**config.mk**
```make
export PLATFORM = sky130hd
export DESIGN_NAME = inta_sequencer_flat
export DESIGN_NICKNAME = d
export VERILOG_FILES = /design/src/rtl/inta_sequencer_if.sv /design/src/rtl/inta_sequencer.sv /design/src/flat_wrapper.sv
export SDC_FILE = /design/constraint.sdc
export NUM_CORES = 1
export LEC_CHECK = 0
export CORE_ASPECT_RATIO = 1.2
export CORE_MARGIN = 2
export CORE_UTILIZATION = 30
export CTS_CLUSTER_SIZE = 40
export DETAILED_ROUTE_END_ITERATION = 10
export SYNTH_ARGS = -nofsm -noshare
export SYNTH_HDL_FRONTEND = slang
export SYNTH_SLANG_ARGS = --single-unit
export TNS_END_PERCENT = 100
```
**constraint.sdc**
```tcl
create_clock -name clk -period 4.7 [get_ports clk]
set_input_delay 0.705 -clock clk [delete_from_list [all_inputs] [get_ports clk]]
set_output_delay 0.705 -clock clk [all_outputs]
set_load 0.005 [all_outputs]
```
**src/rtl/inta_sequencer_if.sv**
```systemverilog
// Bus bundle between the 8259-style control/IRR logic, the CPU strobe and the INTA sequencer.
// The sequencer connects through the slave modport; the driving side uses master.
interface inta_sequencer_if;
    logic [7:0] IRR;
    logic       INTA_N;
    logic [4:0] VECTOR_BASE;
    logic       AUTO_EOI;
    logic       EOI_CMD;
    logic       EOI_SPECIFIC;
    logic [2:0] EOI_LEVEL;
    logic       INT;
    logic [7:0] ISR;
    logic [7:0] D_OUT;
    logic       D_OUT_EN;

    modport master (
        output IRR, INTA_N, VECTOR_BASE, AUTO_EOI, EOI_CMD, EOI_SPECIFIC, EOI_LEVEL,
        input  INT, ISR, D_OUT, D_OUT_EN
    );

    modport slave (
        input  IRR, INTA_N, VECTOR_BASE, AUTO_EOI, EOI_CMD, EOI_SPECIFIC, EOI_LEVEL,
        output INT, ISR, D_OUT, D_OUT_EN
    );
endinterface

```
**src/rtl/inta_sequencer.sv**
```systemverilog
// Interrupt-acknowledge sequencer: fixed-priority fully-nested resolution, two-pulse INTA
// handshake, in-service register maintenance and vector drive.
module inta_sequencer (
    input logic               clk,
    input logic               reset,
    inta_sequencer_if.slave   bus
);
    typedef enum logic [1:0] {StIdle, StAck1, StWait2, StAck2} state_e;

    state_e     state_q, state_d;
    logic       inta_q;
    logic [2:0] cur_lvl_q, cur_lvl_d;
    logic       spurious_q, spurious_d;
    logic [7:0] isr_q, isr_d;
    logic       int_q, int_d;
    logic [7:0] d_out_q, d_out_d;
    logic       d_out_en_q, d_out_en_d;

    logic       fall, rise;
    logic       req_valid;
    logic [2:0] req_lvl;
    logic [3:0] isr_lvl;
    logic       eligible;
    logic [7:0] set_mask, fsm_clr, eoi_clr;

    assign fall = inta_q & ~bus.INTA_N;
    assign rise = ~inta_q & bus.INTA_N;

    // Lowest set index wins; isr_lvl of 8 means nothing in service.
    always_comb begin
        req_valid = 1'b0;
        req_lvl   = 3'd0;
        isr_lvl   = 4'd8;
        for (int i = 7; i >= 0; i--) begin
            if (bus.IRR[i]) begin
                req_valid = 1'b1;
                req_lvl   = 3'(i);
            end
            if (isr_q[i]) begin
                isr_lvl = 4'(i);
            end
        end
    end

    assign eligible = req_valid && ({1'b0, req_lvl} < isr_lvl);

    always_comb begin
        state_d    = state_q;
        cur_lvl_d  = cur_lvl_q;
        spurious_d = spurious_q;
        int_d      = 1'b0;
        d_out_d    = d_out_q;
        d_out_en_d = d_out_en_q;
        set_mask   = 8'h00;
        fsm_clr    = 8'h00;
        unique case (state_q)
            StIdle: begin
                int_d = eligible;
                if (fall) begin
                    int_d      = 1'b0;
                    state_d    = StAck1;
                    spurious_d = ~eligible;
                    cur_lvl_d  = eligible ? req_lvl : 3'd7;
                    if (eligible) begin
                        set_mask = 8'd1 << req_lvl;
                    end
                end
            end
            StAck1: begin
                if (rise) begin
                    state_d = StWait2;
                end
            end
            StWait2: begin
                if (fall) begin
                    state_d    = StAck2;
                    d_out_d    = {bus.VECTOR_BASE, cur_lvl_q};
                    d_out_en_d = 1'b1;
                end
            end
            StAck2: begin
                if (rise) begin
                    state_d    = StIdle;
                    d_out_en_d = 1'b0;
                    if (bus.AUTO_EOI && !spurious_q) begin
                        fsm_clr = 8'd1 << cur_lvl_q;
                    end
                end
            end
            default: state_d = StIdle;
        endcase
    end

    // Set is applied after all clears so a bit entering service this cycle always survives.
    always_comb begin
        eoi_clr = 8'h00;
        if (bus.EOI_CMD) begin
            if (bus.EOI_SPECIFIC) begin
                eoi_clr = 8'd1 << bus.EOI_LEVEL;
            end else if (!isr_lvl[3]) begin
                eoi_clr = 8'd1 << isr_lvl[2:0];
            end
        end
        isr_d = (isr_q & ~(eoi_clr | fsm_clr)) | set_mask;
    end

    always_ff @(posedge clk) begin
        if (reset) begin
            state_q    <= StIdle;
            inta_q     <= 1'b1;
            cur_lvl_q  <= 3'd0;
            spurious_q <= 1'b0;
            isr_q      <= 8'h00;
            int_q      <= 1'b0;
            d_out_q    <= 8'h00;
            d_out_en_q <= 1'b0;
        end else begin
            state_q    <= state_d;
            inta_q     <= bus.INTA_N;
            cur_lvl_q  <= cur_lvl_d;
            spurious_q <= spurious_d;
            isr_q      <= isr_d;
            int_q      <= int_d;
            d_out_q    <= d_out_d;
            d_out_en_q <= d_out_en_d;
        end
    end

    assign bus.INT      = int_q;
    assign bus.ISR      = isr_q;
    assign bus.D_OUT    = d_out_q;
    assign bus.D_OUT_EN = d_out_en_q;
endmodule

```
**src/flat_wrapper.sv**
```systemverilog
// flat-port wrapper written by rule: the top's interface ports become plain ports
module inta_sequencer_flat 
  (clk, reset, bus_IRR, bus_INTA_N, bus_VECTOR_BASE, bus_AUTO_EOI, bus_EOI_CMD, bus_EOI_SPECIFIC, bus_EOI_LEVEL, bus_INT, bus_ISR, bus_D_OUT, bus_D_OUT_EN);
  inta_sequencer_if bus_i ();
  input logic clk;
  input logic reset;
  input wire logic [$bits(bus_i.IRR)-1:0] bus_IRR;
  input wire logic [$bits(bus_i.INTA_N)-1:0] bus_INTA_N;
  input wire logic [$bits(bus_i.VECTOR_BASE)-1:0] bus_VECTOR_BASE;
  input wire logic [$bits(bus_i.AUTO_EOI)-1:0] bus_AUTO_EOI;
  input wire logic [$bits(bus_i.EOI_CMD)-1:0] bus_EOI_CMD;
  input wire logic [$bits(bus_i.EOI_SPECIFIC)-1:0] bus_EOI_SPECIFIC;
  input wire logic [$bits(bus_i.EOI_LEVEL)-1:0] bus_EOI_LEVEL;
  output wire logic [$bits(bus_i.INT)-1:0] bus_INT;
  output wire logic [$bits(bus_i.ISR)-1:0] bus_ISR;
  output wire logic [$bits(bus_i.D_OUT)-1:0] bus_D_OUT;
  output wire logic [$bits(bus_i.D_OUT_EN)-1:0] bus_D_OUT_EN;
  assign bus_i.IRR = bus_IRR;
  assign bus_i.INTA_N = bus_INTA_N;
  assign bus_i.VECTOR_BASE = bus_VECTOR_BASE;
  assign bus_i.AUTO_EOI = bus_AUTO_EOI;
  assign bus_i.EOI_CMD = bus_EOI_CMD;
  assign bus_i.EOI_SPECIFIC = bus_EOI_SPECIFIC;
  assign bus_i.EOI_LEVEL = bus_EOI_LEVEL;
  assign bus_INT = bus_i.INT;
  assign bus_ISR = bus_i.ISR;
  assign bus_D_OUT = bus_i.D_OUT;
  assign bus_D_OUT_EN = bus_i.D_OUT_EN;
  inta_sequencer u_core (.clk(clk), .reset(reset), .bus(bus_i));
endmodule
```
-- Yosys cells after proc, flatten, opt, wreduce, memory -nomap -nowiden
Index checks and enable logic that the tools add are counted.
W data, S select, Z words.
- flip-flop bits (word level): 25
- input bits: 22
- output and inout bits: 18
- word-level logic and storage cells: 82
- magnitude comparators: 1
- equal/unequal tests: 7
- shift operators: 4
- mux-type cells: 42
- bitwise logic cells: 10
- reduce and logical (&&, ||, !) cells: 10
- operators by type and width (kind ; count):
    $mux W8 ; 9
    $mux W4 ; 8
    $shl A1 B3 Y8 const A ; 4
    $mux W3 ; 9
    $or A8 B8 Y8 ; 2
    $mux W1 ; 10
    $and A8 B8 Y8 ; 1
    $mux W2 ; 4
    $ne A2 B1 Y1 const B ; 4
    $not A8 Y8 ; 1
    $pmux W2 S4 ; 1
    $eq A2 B2 Y1 const B ; 2
    $lt A3 B4 Y1 ; 1
    $not A1 Y1 ; 4
    $reduce_and A2 Y1 ; 2
    $reduce_and A4 Y1 ; 1
    $reduce_and A3 Y1 ; 1
    $reduce_or A3 Y1 ; 1
    $and A1 B1 Y1 ; 2
    $eq A2 B1 Y1 const B ; 1
    $logic_and A1 B1 Y1 ; 2
    $logic_not A2 Y1 ; 1
    $pmux W1 S2 ; 1
    $reduce_bool A2 Y1 ; 1
    $logic_not A1 Y1 ; 1

-- Longest topological paths before layout
Gate-level depths: netlist of run 1.
- depth in word-level cells: 16
- gate-level depth with buffers: 8
- gate-level depth less buffers: 7

-- Worst setup path before layout of run 1
OpenSTA, ideal clock, no wires.
- path kind: in2reg
- start: in bus_IRR[0]
- end: reg u_core.cur_lvl_q[2]
- library setup time: 0.114 ns
- arrival: 2.214 ns
- data required time: 4.586 ns
- slack: 2.372 ns
- stages on the path: 7
- path buffers: 0
- path through: nor4_1 nor2b_1 ha_1 o21ai_1 a31oi_1 nor3_1 a2111oi_0
- word-level cells in the longest chain between the ends: 4
- elaborated cells on any way between the ends: 5
- those cells by class: order compare: 1; mux: 3; reduce/logical: 1
- RTL lines (element ; line ; text):
    start: declaration ; flat_wrapper.sv:7 ; input wire logic [$bits(bus_i.IRR)-1:0] bus_IRR;
    $mux W3 ; inta_sequencer.sv:35 ; if (bus.IRR[i]) begin
    $lt A3 B4 Y1 ; inta_sequencer.sv:45 ; assign eligible = req_valid && ({1'b0, req_lvl} < isr_lvl);
    $logic_and A1 B1 Y1 ; inta_sequencer.sv:45 ;
    $mux W3 (*) ; inta_sequencer.sv:63 ; cur_lvl_d = eligible ? req_lvl : 3'd7;
    end signal: assignment ; inta_sequencer.sv:120 ; cur_lvl_q <= cur_lvl_d;
    end: declaration ; inta_sequencer.sv:12 ; logic [2:0] cur_lvl_q, cur_lvl_d;
Every way passes the cells marked *; elsewhere a longest branch is shown, timed or not.
A chain may end at the register's enable or synchronous reset.

-- Worst setup path in the final report of run 1
Same ends and word-level chain as after synthesis.

==> results of run 1 <==
report_power, final:
part	total (mW)	switching [mW]	internal [mW]	leakage (nW)
logic	0.202	0.110	0.0919	0.473
registers	0.257	0.0247	0.233	0.203
clock network	0.134	0.0740	0.0601	0.0217
area by class of cell:
| cell class | instances | share of cell area (%) |
|---|---|---|
| multi-input cells | 178 | 50.95 |
| flip-flops and latches | 25 | 23.11 |
| repair buffers | 41 | 18.72 |
| well taps | 62 | 3.582 |
| clock buffers | 3 | 1.906 |
| inverters | 8 | 1.386 |
| clock inverters | 1 | 0.3466 |
cells in the final DEF, fill, tap and decap left out, types with 7 or more instances in the layout:
master / instances
nand2_1: 21
nor3_1: 9
dfxtp_1: 25
a21oi_1: 16
nand3_1: 11
nor2_1: 19
inv_1: 8
o21ai_0: 14
nand3b_1: 7
clkdlybuf4s50_1: 39
worst max-delay path, delay by kind of cell:
family	cells	cell delay [ns]
AOI/OAI and AO/OA	3	0.78
adders and majority gates	1	0.20
buffers and inverters	1	0.47
and+or+nand+nor	3	0.88
metal layers:
| metal | routed length [um] | up-vias | part of all wire [%] |
|---|---|---|---|
| li1 | - | 899 | - |
| met2 | 2345 | 49 | 48 |
| met1 | 2179 | 821 | 45 |
| met5 | 0 | - | 0 |
| met4 | 102 | 0 | 2.1 |
| met3 | 217 | 8 | 4.5 |
kinds of logic after synthesis:
group / count (synthesis) / share of synthesized area [%]
multiplexers: 1 / 0.5935
AO/OA/AOI/OAI: 71 / 28.56
adder cells (fa/ha/maj): 5 / 3.709
flip-flops: 25 / 29.67
buffers and inverters: 18 / 4.896
AND/OR/NAND/NOR: 101 / 32.57
state kept, by name, indices dropped and copies added (netlist names):
name / flops
u_core.bus.D_OUT_EN: 1
u_core.cur_lvl_q: 3
u_core.state_q: 2
u_core.spurious_q: 1
u_core.inta_q: 1
u_core.bus.ISR: 8
u_core.bus.INT: 1
u_core.bus.D_OUT: 8
per-stage QoR:
stage               std cells  hold WS (ns)  setup WS (ns)  power (mW)
floorplan                 221        0.4527          2.372      0.3882
global placement          314        0.4446          1.642      0.4614
detailed placement        314        0.4487          1.593      0.4618
CTS                       318        0.4628          1.860      0.5973
global route              318        0.4980          1.549      0.6370
finish                    318        0.4581          1.825      0.5935
worst max-delay path by stage:
stage               startpoint                   to  slack, ns  cells after the start
floorplan           bus_IRR[0]  u_core.cur_lvl_q[2]       2.37                      7
global placement    bus_IRR[0]  u_core.cur_lvl_q[2]       1.64                      8
finish              bus_IRR[0]  u_core.cur_lvl_q[2]       1.82                      8
detailed placement  bus_IRR[0]  u_core.cur_lvl_q[2]       1.59                      8
CTS                 bus_IRR[0]  u_core.cur_lvl_q[2]       1.86                      8
global route        bus_IRR[0]  u_core.cur_lvl_q[2]       1.55                      8
==> out/qor.csv, run 1 <==
metric;value;unit
outcome;finished clean;
FF/Latch Area;500.5;um^2
Root Driver;clkbuf_8;
Synth area leader;dfxtp_1;
finished layout cell area;2166;um^2
top cell type's share of synthesized area;29.67;%
worst slew pin tran;0.7319;ns
worst hold path type;reg -> reg;
Routed Antenna Nets;0;
cell breakdown of the critical path;clkdlybuf4s50_1 > nor4_1 > nor2b_1 > ha_1 > o21ai_1 > a31oi_1 > nor3_1 > a2111oi_0;
synth warn;0;
Setup violations, final;0;
die footprint;6240;um^2
routed len/inst;15.23;um
n_diodes;0;
setup total negative slack;0;ns
share of layout cells above drive strength 1;6.641;%
GR Overflow Total;0;
post-layout util;40.33;%
Core Region;5370;um^2
CTS Hold Buffers Added;0;
largest net degree at the start of global routing;16;
count of cell types in the netlist;48;
Gate Count Post-Synth;221;
r2r worst-path depth;7;
Residual DRC;0;
pwr dens;274.0;nW/um^2
arrival time worst endpoint;3.03;ns
Post-CTS Setup Bufs;0;
most frequent cells after synthesis;25 x dfxtp_1, 21 x nand2_1, 19 x nor2_1, 16 x a21oi_1, 14 x o21ai_0;
number of max-cap violations;0;
NumNets Final;284;
die height;86.14;um
Top Usage Layer GRT;met2;
register area share after synthesis;29.67;%
Seq cells post-synth;25;
post-synth design cell area;1687;um^2
reg2reg start;u_core.bus.ISR[1];
Mapped Nets;248;
initial DRC count;132;
Async SR Flop Fraction;0;%
Data required, critical path;4.86;ns
Critical Path End Type;register;
top post-synthesis cells by area;dfxtp_1 30%, a21oi_1 4.7%, nand2_1 4.7%;
gr usage total;16.14;%
Die Wd;72.45;um
Post-CTS Resized;0;
clock insertion delay at the later pin of the skew report;0.27;ns
multi-input logic area;1104;um^2
relative slew slack;50.69;%
drt total wl;4844;um
CTS H-tree depth;1;
count leader, synth;dfxtp_1;
Final HPWL DP;3702;um
Initial Util;31.41;%
CTS Buf Count;3;
unrepaired setup endpoints after global routing;false;
Clk pin slew, worst setup/hold paths;0.10;ns
top_reg_cell synth;dfxtp_1;
First-pass DRT Iterations;4;
met3 usage;1.528;%
f_max;347.8;MHz
hold path cells;2;
num ports;40;
area delta synth->final;28.41;%
fillers;587;
CP max stage delay;0.47;ns
min Tclk post-route;2.875;ns
M2 GR Usage;25.94;%
leak pwr;0.6981;nW
Tcrit/Tclk final;61.17;%
global-route wire length before repair;8079;um
number of synthesized flops with an enable pin;0;
FP Rows;29;
Buffers on Ports;39;
GR Layer Usage met1;21.83;%
syn avg cell area;7.632;um^2
Clock Skews;0.003080;ns
GP Congestion;0.8689;
Max FO, Critical Path;5;
placed cell area;2117;um^2
CTS tree;built;
vias per cell;5.588;
clk sink count;25;
WS Path Type;in -> reg;
Worst Hold Launch;u_core.bus.D_OUT[6];
worst r2r dst;u_core.cur_lvl_q[2];
final hold violations;0;
WHS Endpoint;u_core.bus.D_OUT[6];
count of pins over their slew limit;0;
R2R setup slack;2.20;ns
routed via count;1777;
Bufs on Longest Clock Path;2;
VDD IR max;0.1232;mV
critical path's slowest cell;clkdlybuf4s50_1;
Worst Setup Start Kind;primary input;
initial antenna violation count;0;
vias in the first global route;1710;
Power figures use the tool's default switching activity.
==> run 2, diff against run 1 <==
clock period = 2.5 ns   (was 4.7 ns; I/O delays follow)
==> run 2 against run 1 <==
  * First-iteration DRC count increased by 3.8%
  * Core utilization increased by 3.2 points
  * Total power increased by 94%
  * Clock-buffer cell count unchanged
  * Wire length increased by 1.8%
  * Flip-flop and latch count unchanged
  * Combinational power increased by 110%
  * Largest power group unchanged
  * Highest routed layer unchanged
==> out/qor.csv, run 2 (synthesis results as in run 1) <==
metric;value;unit;change
outcome;finished clean;;
Post-CTS Setup Bufs;0;;unchanged
most frequent cells in the layout;39 x clkdlybuf4s50_1, 25 x dfxtp_1, 22 x buf_4;;
Clock Skews;0.003238;ns;+0.0001576 ns
Root Driver;clkbuf_8;;
Tcrit/Tclk final;91.54;%;
GP Congestion;0.8480;;-2.4%
arrival time worst endpoint;2.45;ns;-0.58 ns
Buffers on Ports;39;;unchanged
f_max;437.0;MHz;
commonest non-fill, non-tap cell in the layout;clkdlybuf4s50_1;;
CTS Hold Buffers Added;0;;unchanged
NumNets Final;304;;+7.0%
final hold violations;0;;unchanged
n_diodes;0;;unchanged
First-pass DRT Iterations;4;;unchanged
worst hold path type;reg -> reg;;
number of max-cap violations;0;;unchanged
placed cell area;2267;um^2;+7.1%
vias per cell;5.568;;-0.36%
share of layout cells above drive strength 1;14.86;%;+8.2 points
Worst Hold Launch;u_core.bus.D_OUT[6];;
met3 usage;1.645;%;+0.12 points
initial antenna violation count;0;;unchanged
GR Overflow Total;0;;unchanged
GR Layer Usage met1;21.03;%;-0.80 points
VDD IR max;0.2039;mV;+66%
CTS Buf Count;3;;unchanged
Initial Util;31.41;%;unchanged
relative slew slack;51.49;%;+0.80 points
Top Usage Layer GRT;met2;;
Post-CTS Resized;0;;unchanged
pre-CTS WS;-0.1265;ns;-1.719 ns
WS Path Type;reg -> reg;;
initial DRC count;137;;+3.8%
Max FO, Critical Path;5;;unchanged
count of pins over their slew limit;0;;unchanged
Routed Antenna Nets;0;;unchanged
vias in the first global route;1781;;+4.2%
Data required, critical path;2.66;ns;-2.20 ns
largest net degree at the start of global routing;16;;unchanged
Min Hold Slack;0.4613;ns;+0.003221 ns
leak pwr;0.7984;nW;+14%
gr usage total;16.23;%;+0.092 points
routed via count;1882;;+5.9%
Core Region;5370;um^2;unchanged
worst r2r dst;u_core.cur_lvl_q[2];;
unrepaired setup endpoints after global routing;false;;
final setup margin;0.2116;ns;-1.613 ns
global-route wire length before repair;8135;um;+0.69%
die footprint;6240;um^2;unchanged
die height;86.14;um;unchanged
clock insertion delay at the later pin of the skew report;0.27;ns;about the same
Worst Setup Start Kind;register;;
finished layout cell area;2337;um^2;+7.9%
routed len/inst;14.58;um;-4.3%
worst slew pin tran;0.7201;ns;-0.01182 ns
M2 GR Usage;27.36;%;+1.4 points
FP Rows;29;;unchanged
Setup violations, final;0;;unchanged
hold path cells;2;;unchanged
drt total wl;4929;um;+1.8%
clk sink count;25;;unchanged
R2R setup slack;0.21;ns;-1.99 ns
Residual DRC;0;;unchanged
pwr dens;491.4;nW/um^2;+79%
min Tclk post-route;2.288;ns;
Critical Path End Type;register;;
Pwr Total;1.149;mW;+94%
CTS tree;built;;
reg2reg start;u_core.bus.ISR[3];;
Final HPWL DP;3875;um;+4.7%
r2r worst-path depth;7;;unchanged
Bufs on Longest Clock Path;2;;unchanged
WHS Endpoint;u_core.bus.D_OUT[6];;
CTS H-tree depth;1;;unchanged
area delta synth->final;38.58;%;
Clk pin slew, worst setup/hold paths;0.09;ns;about the same
Die Wd;72.45;um;unchanged
post-layout util;43.52;%;+3.2 points
num ports;40;;unchanged
## run 2: changes by cell type in the layout (fill, tap and decap cells not counted)
cell,change
nor4_1,-2
nor4_2,+2
a31oi_1,-1
buf_4,+20
nor2b_2,+1
nor2b_1,-1
a31oi_2,+1
## run 2: worst max-delay path, stage by stage (launching register included)
cell	delay [ns]
dfxtp_1	0.33
or4_4	0.60
nand2b_1	0.19
ha_1	0.30
o21ai_1	0.09
a31oi_2	0.24
nor3_1	0.08
a2111oi_0	0.34
## run 2: per-layer routing
| layer | share of wire (%) | wire [um] |
|---|---|---|
| met5 | 0 | 0 |
| met4 | 1.8 | 89 |
| met3 | 5.3 | 263 |
| met2 | 49 | 2409 |
| met1 | 44 | 2167 |
## run 2: where the power goes
group	switching [mW]	total, mW	internal, mW
Combinational	0.224	0.424	0.200
Sequential	0.0354	0.473	0.437
Clock	0.138	0.252	0.113
## run 2: through the flow
| stage | cells | setup TNS, ns |
|---|---|---|
| after CTS | 338 | 0 |
| final | 338 | 0 |
| after global routing | 338 | 0 |
| after global placement | 334 | -0.02266 |
| after detailed placement | 334 | -0.1265 |
| after floorplan | 221 | 0 |
## run 2: layout make-up
class	instances	area, um^2
fill	565	3033
multi-input combinational	178	1125
timing repair buffer	61	555.5
sequential	25	500.5
tap	62	77.57
clock buffer	3	41.29
inverter	8	30.03
clock inverter	1	7.507
## run 2: how the worst max path moves through the flow
| stage | start | endpoint | cells past startpoint |
|---|---|---|---|
| 4_1_cts | u_core.bus.ISR[3] | u_core.cur_lvl_q[2] | 7 |
| 3_5_place_dp | bus_IRR[6] | u_core.cur_lvl_q[2] | 8 |
| 5_1_grt | u_core.bus.ISR[3] | u_core.cur_lvl_q[2] | 7 |
| 6_report | u_core.bus.ISR[3] | u_core.cur_lvl_q[2] | 7 |
| 2_1_floorplan | u_core.bus.ISR[1] | u_core.cur_lvl_q[2] | 8 |
| 3_3_place_gp | bus_IRR[6] | u_core.cur_lvl_q[2] | 8 |
